==> src/rtl/instr_fetch_pkg.sv <==
// Shared FSM encodings and constants for the instruction fetch unit.
// Serves as the shared defines for instr_fetch and pc_next.
package instr_fetch_pkg;

  typedef enum logic [2:0] {
    S_IDLE,
    S_REQ,
    S_WAIT,
    S_VALID,
    S_HALTED
  } if_state_e;

  localparam logic [31:0] NOP = 32'h0000_0013;

endpackage

==> src/rtl/instr_fetch_pc_next.sv <==
// Next-PC selection, increment and target alignment handling.
// IFETCH_ALIGN_CHECK_EN: flag unaligned targets instead of masking them.
module pc_next
  import instr_fetch_pkg::*;
(
  input  logic [31:0] pc,
  input  logic        pc_sel,
  input  logic [31:0] branch_target,
  output logic [31:0] pc_plus4,
  output logic [31:0] next_pc,
  output logic        misalign
);

  assign pc_plus4 = pc + 32'd4;

`ifdef IFETCH_ALIGN_CHECK_EN
  assign misalign = pc_sel & (|branch_target[1:0]);
  assign next_pc  = pc_sel ? branch_target : pc_plus4;
`else
  logic unused_tgt_lsb;
  assign unused_tgt_lsb = ^branch_target[1:0];
  assign misalign = 1'b0;
  assign next_pc  = pc_sel ? {branch_target[31:2], 2'b00}
                           : pc_plus4;
`endif

endmodule

==> src/rtl/instr_fetch.sv <==
// Instruction fetch unit: REQ/WAIT/VALID handshake with imem.
// IFETCH_ALIGN_CHECK_EN: unaligned branch targets halt the fetch.
module instr_fetch
  import instr_fetch_pkg::*;
#(
  parameter logic [31:0] RESET_VECTOR = 32'h0000_0000
) (
  input  logic        Clk,
  input  logic        Rst_N,
  input  logic        PC_Sel,
  input  logic [31:0] Branch_Target,
  input  logic        Halt,
  input  logic        Instr_Ack,
  output logic        Imem_Req,
  output logic [31:0] Imem_Addr,
  input  logic        Imem_Gnt,
  input  logic        Imem_Rvalid,
  input  logic [31:0] Imem_Rdata,
  output logic [31:0] Instruction,
  output logic        Instr_Valid,
  output logic [31:0] PC,
  output logic [31:0] PC_Plus4,
  output logic        Halted,
  output logic        Fetch_Misalign,
  output logic [31:0] Retired_Count
);

  if_state_e   state_q, state_d;
  logic [31:0] pc_q, pc_d;
  logic [31:0] instr_q, instr_d;
  logic [31:0] cnt_q, cnt_d;
  logic        req_q, req_d;
  logic        valid_q, valid_d;
  logic        halted_q, halted_d;
  logic        mis_q, mis_d;
  logic [31:0] next_pc;
  logic        misalign;

  pc_next u_pc_next (
    .pc            (pc_q),
    .pc_sel        (PC_Sel),
    .branch_target (Branch_Target),
    .pc_plus4      (PC_Plus4),
    .next_pc       (next_pc),
    .misalign      (misalign)
  );

  always_comb begin
    state_d  = state_q;
    pc_d     = pc_q;
    instr_d  = instr_q;
    cnt_d    = cnt_q;
    halted_d = halted_q;
    mis_d    = mis_q;
    unique case (state_q)
      S_IDLE: state_d = S_REQ;
      S_REQ: if (Imem_Gnt) state_d = S_WAIT;
      S_WAIT: begin
        if (Imem_Rvalid) begin
          state_d = S_VALID;
          instr_d = Imem_Rdata;
        end
      end
      S_VALID: begin
        if (Instr_Ack) begin
          cnt_d   = cnt_q + 32'd1;
          instr_d = NOP;
          if (Halt) begin
            state_d  = S_HALTED;
            halted_d = 1'b1;
          end else if (misalign) begin
            state_d  = S_HALTED;
            halted_d = 1'b1;
            mis_d    = 1'b1;
          end else begin
            state_d = S_REQ;
            pc_d    = next_pc;
          end
        end
      end
      S_HALTED: state_d = S_HALTED;
      default:  state_d = S_IDLE;
    endcase
    // Handshake outputs are registered from the next state
    req_d   = (state_d == S_REQ);
    valid_d = (state_d == S_VALID);
  end

  always_ff @(posedge Clk or negedge Rst_N) begin
    if (!Rst_N) begin
      state_q  <= S_IDLE;
      pc_q     <= RESET_VECTOR;
      instr_q  <= NOP;
      cnt_q    <= '0;
      req_q    <= 1'b0;
      valid_q  <= 1'b0;
      halted_q <= 1'b0;
      mis_q    <= 1'b0;
    end else begin
      state_q  <= state_d;
      pc_q     <= pc_d;
      instr_q  <= instr_d;
      cnt_q    <= cnt_d;
      req_q    <= req_d;
      valid_q  <= valid_d;
      halted_q <= halted_d;
      mis_q    <= mis_d;
    end
  end

  assign Imem_Req       = req_q;
  assign Imem_Addr      = pc_q;
  assign Instruction    = instr_q;
  assign Instr_Valid    = valid_q;
  assign PC             = pc_q;
  assign Halted         = halted_q;
  assign Fetch_Misalign = mis_q;
  assign Retired_Count  = cnt_q;

endmodule

==> config.mk <==
export PLATFORM = sky130hd
export DESIGN_NAME = instr_fetch
export DESIGN_NICKNAME = d
export VERILOG_FILES = /design/src/rtl/instr_fetch_pkg.sv /design/src/rtl/instr_fetch_pc_next.sv /design/src/rtl/instr_fetch.sv
export SDC_FILE = /design/constraint.sdc
export NUM_CORES = 1
export LEC_CHECK = 0
export CORE_MARGIN = 1
export CORE_UTILIZATION = 47
export DETAILED_ROUTE_END_ITERATION = 8
export PLACE_DENSITY = 0.87
export SYNTH_ARGS = -nofsm -noshare
export SYNTH_HDL_FRONTEND = slang
export SYNTH_SLANG_ARGS = --single-unit
==> constraint.sdc <==
create_clock -name Clk -period 5.95 [get_ports Clk]
set_clock_uncertainty 0.05 [all_clocks]
set_input_delay 1.785 -clock Clk [delete_from_list [all_inputs] [get_ports Clk]]
set_output_delay 1.785 -clock Clk [all_outputs]
set_load 0.05 [all_outputs]
==> qor.yml, run 1 <==
outcome:
  status: "finished with violations"
  violations: "DRC"
logic_synthesis:
  synth_cells: 592
  syn_area_per_cell_um2: 9.53
  synth_cell_types: 64
  syn_area_um2: 5640
  synth_async_sr_flop_share_pct: 100
  ys_seq_elements: 100
  synth-seq-area-share_pct: 44.4
  synth_edf_count: 0
  synth_top_flop_cell: "dfrtp_1"
  yosysWarningCount: 0
worst_setup_path:
  critical_path_arrival_ps: 3130
  regToRegEndpoint: "Imem_Addr[27]$_DFFE_PN0P_"
  endpoint_kind: "primary output"
  max_stage_delay_ps: 830
  r2r_cells: 5
  crit_chain: "ha_1 -> nand3_2 -> nor4_2 -> buf_4 -> nand3_1 -> xnor2_1 -> clkdlybuf4s50_1"
  worstPathRequired_ps: 4120
  cpMaxStageDelayCell: "clkdlybuf4s50_1"
  critPathKind: "reg2out"
  r2r_start: "state_q[0]$_DFF_PN0_"
  reg2reg_setup_slack_ps: 3550
  cp-start-kind: "register"
  cp_max_fo: 10
sta:
  period_minus_slack_ps: 4970
  fin_crit_sh_pct: 83.5
  grt_setup_unrepaired: "no"
  tightestPinTransition_ps: 1250
  slew_headroom_pct: 16.7
  hold_viol_final: 0
  slew_viol_final: 0
  clock.fmax_mhz: 201
  setup_tns_ps: 0
  finalSetupViolations: 0
  whs_ps: 423
floorplan:
  initial_core_util_pct: 48.8
  fp.coreArea_um2: 11600
  dieArea_um2: 12400
  fp-row-count: 39
  die_h_um: 112
  die_x_um: 112
  io_pins: 235
drt:
  avgViaCountPerCell: 5.83
  drtAntennaViolNets: 0
  drc: 16
  drtIter0Drc: 432
  routedWlPerCell_um: 18.0
  first_pass_iters: 8
  vias: 5313
  routed_wl_mm: 16.4
global_route:
  grt_use_met3_pct: 3.54
  use_met2_pct: 45.2
  grt_pass1_wl_mm: 26.4
  grt_pass1_vias: 5186
  grt_overflow: 0
  met1_usage_pct: 32.9
  grt_antenna_before_repair: 0
  grtUsageTotal_pct: 26.3
  busiest_layer: "met2"
  grt_max_degree: 63
layout:
  n_antenna_cell: 0
  areaGrowthSynthToFinish_pct: 42.5
  mostFrequentLayoutCell: "clkdlybuf4s50_1"
  final_cell_mix: "223 x clkdlybuf4s50_1, 97 x dfrtp_1, 50 x nand2_1, 47 x xnor2_1"
  nNetsFinal: 836
  drive_gt1_share_pct: 5.73
  layout.cells.non_filler: 911
clock_network:
  cts_made_buffers: 9
  postCtsSetupBuffers: 0
  ctsResizeCount: 0
  cts_sinks: 100
  clkTransAtPathRegs_ps: 70
  cts_hold_repair.buffers: 0
  cts_tree: "done"
  clk_latency_ps: 340
  h-tree-depth: 3
  cts-root-buf: "clkbuf_16"
  cts.path.max_buffers: 2
placed_design:
  place_congestion: 0.840
  hpwl_mm: 11.6
  portBuffers: 225
  placedCellCount: 895
pwr:
  power.total_uw: 4110
  netSwitchingFraction_pct: 50.7
  p_per_area_nw_per_um2: 511
  p_clk_share_pct: 15.4
  pwr-share-comb_pct: 57.3
  vdd_drop_max_v: 0.000425
  p_int_uw: 2030
  power_switching_uw: 2080
  cellLeakagePower_uw: 0.00329
  power_frac_seq_pct: 27.3
min_path:
  whs_path_depth: 1
  whs_endpoint: "Halted$_DFFE_PN0P_"
  hold_class: "reg2reg"
  hold_start: "Halted$_DFFE_PN0P_"
job:
  cap_violations: 0
stage by stage:
stage / worst slack [ps] / cell area, um^2 / utilization, %
after CTS: 1030 / 8030 / 69.5
after global routing: 826 / 8030 / 69.5
after floorplan: 1230 / 5660 / -
final: 984 / 8030 / 69.5
after global placement: 1410 / 7710 / 66.7
after detailed placement: 1400 / 7710 / 66.7
Yosys cell counts (all sizes together), types with 4 or more instances:
library cell | count | area (um^2)
o22a | 4 | 35.0
a21oi | 22 | 110
nor2 | 28 | 105
o211ai | 10 | 75.1
and2 | 8 | 50.1
xor2 | 10 | 87.6
a22o | 31 | 272
nor3 | 25 | 125
and4 | 12 | 105
a311o | 5 | 50.1
xnor2 | 47 | 412
o21ai | 19 | 95.1
clkbuf | 30 | 116
nand3 | 33 | 175
inv | 13 | 48.8
nor4 | 9 | 81.3
and3 | 8 | 50.1
buf | 51 | 347
dfrtp | 97 | 2430
nand4 | 27 | 188
nand2 | 50 | 188
flip-flops by register name, summed over array words and instances (netlist names):
| register | cells |
|---|---|
| Imem_Addr | 30 |
| Instr_Valid | 1 |
| state_q | 3 |
| Imem_Req | 1 |
| Retired_Count | 32 |
| Instruction | 32 |
| Halted | 1 |
worst max-delay path by stage:
stage,startpoint,slack (ps),cells after the start,end
after floorplan,Imem_Addr[2]$_DFFE_PN0P_,1230,5,PC_Plus4[22]
after global placement,Imem_Addr[2]$_DFFE_PN0P_,1410,7,PC_Plus4[22]
after detailed placement,Imem_Addr[2]$_DFFE_PN0P_,1400,7,PC_Plus4[22]
after CTS,Imem_Addr[2]$_DFFE_PN0P_,1030,7,PC_Plus4[22]
after global routing,Imem_Addr[2]$_DFFE_PN0P_,830,7,PC_Plus4[22]
final,Imem_Addr[2]$_DFFE_PN0P_,980,7,PC_Plus4[22]
power groups by stage:
stage / Clock [uW] / Combinational [uW] / Sequential, uW
CTS: 641 / 2360 / 1120
finish: 631 / 2360 / 1120
floorplan: 0 / 1130 / 1630
detailed placement: 0 / 2350 / 1130
global route: 671 / 2440 / 1150
global placement: 0 / 2320 / 1110
layout make-up:
class | count | area (um^2)
timing repair buffer | 235 | 2320
sequential | 100 | 2510
fill | 846 | 3530
tap | 143 | 179
clock buffer | 11 | 233
inverter | 13 | 48.8
multi-input combinational | 404 | 2660
clock inverter | 5 | 86.3
layer usage:
layer | share of wire, % | up-vias | wire [um]
li1 | - | 2435 | -
met1 | 41 | 2596 | 6670
met2 | 50 | 252 | 8160
met3 | 6.3 | 30 | 1030
met4 | 3.1 | 0 | 513
met5 | 0 | - | 0
critical path, delay by kind of cell (launching register included):
kind | cells | cell delay [ps]
buf+inv | 2 | 1060
flops | 1 | 510
simple gates | 3 | 770
fa+ha+maj | 1 | 300
xor+xnor | 1 | 150
logic make-up (layout without fill, tap and decap cells):
logic type / Yosys count / in the layout / synth area share, %
AOI/OAI and AO/OA: 118 / 118 / 15.2
xor gates and xnor gates: 57 / 57 / 8.85
adders and majority gates: 2 / 2 / 0.444
buffers and inverters: 94 / 264 / 9.07
DFF: 100 / 100 / 44.4
muxes: 3 / 3 / 0.555
other: 1 / 7 / 0.0665
and+or+nand+nor: 217 / 217 / 21.4
Note: power is estimated with default switching activity, not from simulation.
==> inputs of run 2 (changes only) <==
- CORE_UTILIZATION: 47 -> 44
- PLACE_DENSITY: 0.87 -> 0.82
- clock period: 5.95 -> 4.65 ns (I/O delays scaled with it)
==> qor.yml, run 2 (synthesized netlist as in run 1, its figures left out) <==
clock_network:
  clk_latency_ps: 350
  postCtsSetupBuffers: 0
  cts_hold_repair.buffers: 0
  cts.path.max_buffers: 2
  h-tree-depth: 3
  clkTransAtPathRegs_ps: 80
  cts_sinks: 100
  cts-root-buf: "clkbuf_16"
  ctsResizeCount: 0
  cts_tree: "done"
  cts_made_buffers: 9
drt:
  routed_wl_mm: 16.5
  drtAntennaViolNets: 0
  drtIter0Drc: 325
  drc: 0
  vias: 5217
  avgViaCountPerCell: 5.54
  routedWlPerCell_um: 17.5
  first_pass_iters: 4
pwr:
  p_per_area_nw_per_um2: 647
  vdd_drop_max_v: 0.000551
  cellLeakagePower_uw: 0.00334
worst_setup_path:
  worstSetupEndpoint: "PC_Plus4[21]"
  cp-start-kind: "register"
  critical_path_arrival_ps: 3030
  endpoint_kind: "primary output"
  critPathKind: "reg2out"
  regToRegEndpoint: "Imem_Addr[5]$_DFFE_PN0P_"
  worstPathRequired_ps: 3200
  reg2reg_setup_slack_ps: 2290
  r2r_cells: 5
  r2r_start: "state_q[0]$_DFF_PN0_"
  setup.worst_path.start: "Imem_Addr[4]$_DFFE_PN0P_"
  cp_max_fo: 9
outcome:
  status: "complete, no violations"
layout:
  drive_gt1_share_pct: 7.77
  final_cell_mix: "213 x clkdlybuf4s50_1, 97 x dfrtp_1, 50 x nand2_1, 47 x xnor2_1"
  mostFrequentLayoutCell: "clkdlybuf4s50_1"
  layout.cells.non_filler: 941
  fillerInstances: 1002
  areaGrowthSynthToFinish_pct: 44.4
  nNetsFinal: 840
min_path:
  hold_class: "reg2reg"
  hold_start: "Halted$_DFFE_PN0P_"
floorplan:
  io_pins: 235
  fp-row-count: 40
  fp.coreArea_um2: 12300
  dieArea_um2: 13300
  die_x_um: 115
  initial_core_util_pct: 46.0
  die_h_um: 115
global_route:
  grt_pass1_wl_mm: 26.1
  grtUsageTotal_pct: 25.2
  grt_antenna_before_repair: 1
  grt_pass1_vias: 5077
  grt_overflow: 0
  grt_max_degree: 62
sta:
  slew_viol_final: 0
  finalSetupViolations: 0
  setup_tns_ps: 0
  hold_viol_final: 0
  slew_headroom_pct: 34.5
  fin_crit_sh_pct: 96.3
  grt_setup_unrepaired: "no"
  period_minus_slack_ps: 4480
  clock.fmax_mhz: 223
  tightestPinTransition_ps: 982
placed_design:
  place_congestion: 0.820
  placedCellCount: 924
  portBuffers: 225
  hpwl_mm: 12.0
job:
  cap_violations: 0
==> run 2: worst min-delay path by stage <==
stage / end / slack, ps / cells past startpoint
2_1_floorplan: Instr_Valid$_DFF_PN0_ / 470 / 1
3_3_place_gp: Halted$_DFFE_PN0P_ / 390 / 1
3_5_place_dp: Halted$_DFFE_PN0P_ / 410 / 1
4_1_cts: Halted$_DFFE_PN0P_ / 430 / 1
5_1_grt: Retired_Count[31]$_DFFE_PN0P_ / 450 / 1
6_report: Halted$_DFFE_PN0P_ / 430 / 1
==> run 2: routing by layer <==
layer / up-vias / wire length (um) / GRT usage, %
met5: - / 0 / 0
met4: 0 / 376 / 9.44
met3: 27 / 1160 / 5.59
met2: 219 / 8230 / 43.3
met1: 2519 / 6730 / 31.0
li1: 2452 / - / -
==> run 2: area by class of cell <==
type                            instances  area, um^2  area share [%]
Antenna cell                            1        2.50          0.0307
Clock buffer                            9         225            2.77
Clock inverter                          7        88.8            1.09
Inverter                               13        48.8           0.599
Multi-Input combinational cell        404        2660            32.7
Sequential cell                       100        2510            30.8
Tap cell                              168         210            2.58
Timing Repair Buffer                  239        2400            29.5
==> run 2: metrics by stage <==
step	power, uW	instance area (um^2)	hold WS (ps)	util [%]	worst slack, ps
floorplan	3540	5660	468	-	324
global placement	4430	7830	390	63.8	598
detailed placement	4500	7830	407	63.8	571
CTS	5300	8140	427	66.4	168
global route	5480	8140	451	66.4	2.48
finish	5270	8140	427	66.4	172
==> run 2: power breakdown <==
part           internal, uW  switching [uW]
Sequential             1100             338
Combinational          1030            2010
Clock                   432             359
Total                  2570            2700
==> run 2: worst max-delay path, stage by stage, from the launching register on <==
cell             delay, ps
dfrtp_1                520
nand4_2                280
nor4_2                 670
nand2_1                160
xnor2_1                200
clkdlybuf4s50_1        850
==> inputs of run 3 (changes only) <==
- CELL_PAD_IN_SITES_DETAIL_PLACEMENT: default -> 1
- CELL_PAD_IN_SITES_GLOBAL_PLACEMENT: default -> 2
- CORE_UTILIZATION: 44 -> 25
- PLACE_DENSITY: 0.82 -> default
- PLACE_DENSITY_LB_ADDON: default -> 0.1
==> qor.yml, run 3 (synthesized netlist as in run 1, its figures left out) <==
drt:
  vias: 5241
  routedWlPerCell_um: 18.9
  drtIter0Drc: 140
  routed_wl_mm: 20.0
  first_pass_iters: 9
  wl_met1_mm: 9.24
  met3_length_um: 883
  wl_met2_mm: 9.70
  avgViaCountPerCell: 4.96
  top_layer: "met4"
  drtAntennaViolNets: 0
  drc: 18
clock_network:
  h-tree-depth: 3
  cts.path.max_buffers: 2
  cts_tree: "done"
  cts_sinks: 100
  postCtsSetupBuffers: 0
  cts_made_buffers: 9
  clkTransAtPathRegs_ps: 80
  cts-root-buf: "clkbuf_16"
  clk_latency_ps: 360
placed_design:
  place_congestion: 0.722
  dpl-instance-area_um2: 8050
  hpwl_mm: 14.4
  portBuffers: 225
sta:
  whs_ps: 414
  grt_setup_unrepaired: "no"
  hold_viol_final: 0
  slew_headroom_pct: 34.7
  tightestPinTransition_ps: 973
  period_minus_slack_ps: 4360
  slew_viol_final: 0
  fin_crit_sh_pct: 93.7
  clock.fmax_mhz: 229
  setup_tns_ps: 0
  finalSetupViolations: 0
min_path:
  hold_class: "reg2reg"
pwr:
  power_switching_uw: 2760
  power_frac_seq_pct: 26.7
  p_per_area_nw_per_um2: 639
  p_int_uw: 2580
  power.total_uw: 5340
  vdd_drop_max_v: 0.000302
  p_clk_share_pct: 15.1
  cellLeakagePower_uw: 0.00339
  netSwitchingFraction_pct: 51.6
  pwr-share-comb_pct: 58.2
global_route:
  grt_pass1_vias: 5581
  grtUsageTotal_pct: 17.7
  grt_pass1_wl_mm: 32.3
  grt_antenna_before_repair: 0
  grt_overflow: 0
  grt_max_degree: 62
worst_setup_path:
  worstPathRequired_ps: 3200
  cp_max_fo: 9
  endpoint_kind: "primary output"
  cpMaxStageDelayCell: "clkdlybuf4s50_1"
  crit_chain: "ha_1 -> nand3_2 -> buf_4 -> nor3_1 -> xor2_1 -> clkdlybuf4s50_1"
  cp-start-kind: "register"
  critPathKind: "reg2out"
  max_stage_delay_ps: 820
  critical_path_arrival_ps: 2910
floorplan:
  fp.coreArea_um2: 22000
  die_x_um: 152
  dieArea_um2: 23200
  fp-row-count: 54
  die_h_um: 152
  io_pins: 235
  initial_core_util_pct: 25.7
outcome:
  violations: "DRC"
  status: "finished with violations"
layout:
  areaGrowthSynthToFinish_pct: 48.3
  fillerInstances: 2486
  final_cell_mix: "208 x clkdlybuf4s50_1, 97 x dfrtp_1, 50 x nand2_1, 47 x xnor2_1"
  n_antenna_cell: 0
  mostFrequentLayoutCell: "clkdlybuf4s50_1"
  nNetsFinal: 845
  drive_gt1_share_pct: 9.01
  post-route-cell-area_um2: 8360
  final_util_pct: 38.1
job:
  cap_violations: 0
run 3: stage by stage:
step / std cells / setup WS, ps
floorplan: 598 / 324
global placement: 1041 / 581
detailed placement: 1041 / 562
CTS: 1057 / 129
global route: 1057 / 107
finish: 1057 / 292
run 3: power by group through the flow:
stage          Combinational [uW]  Sequential, uW  Clock (uW)
2_1_floorplan                1450            2090           0
3_3_place_gp                 3100            1430           0
3_5_place_dp                 3130            1450           0
4_1_cts                      3140            1430         832
5_1_grt                      3250            1480         862
6_report                     3110            1430         806
run 3: worst paths after layout:
check                      slack (ps)  cells after the start                          end                      from
setup / recovery                  290                      6                 PC_Plus4[12]  Imem_Addr[2]$_DFFE_PN0P_
hold / removal                    410                      1           Halted$_DFFE_PN0P_        Halted$_DFFE_PN0P_
max in group asynchronous        2630                      2  Instruction[20]$_DFFE_PN0P_                     Rst_N
hold reg to reg                   410                      1           Halted$_DFFE_PN0P_        Halted$_DFFE_PN0P_
setup reg to reg                 2290                      6    Imem_Addr[15]$_DFFE_PN0P_      state_q[2]$_DFF_PN0_
min in group asynchronous         990                      1  Instruction[24]$_DFFE_PN0P_                     Rst_N
run 3: cell type report:
type	count	area, um^2	area share (%)
Clock buffer	9	225	2.69
Clock inverter	7	86.3	1.03
Inverter	13	48.8	0.584
Multi-Input combinational cell	404	2660	31.9
Sequential cell	100	2510	30.0
Tap cell	280	350	4.19
Timing Repair Buffer	244	2480	29.7
run 3: critical path, delay by kind of cell, from the launching register on:
family | cells | cell delay [ps]
DFF | 1 | 540
and+or+nand+nor | 2 | 500
xor gates and xnor gates | 1 | 180
buffers and inverters | 2 | 1020
adders and majority gates | 1 | 310
run 3: what timing repair did:
action	CTS	global route
resized for setup	0	1
endpoints found under the setup margin	0	1
hold buffers	0	0
run 3: routing by layer:
metal  vias up  global-route usage [%]
met5         -                       0
met4         0                    4.91
met3        10                    2.76
met2       140                    29.8
met1      2642                    23.4
li1       2449                       -
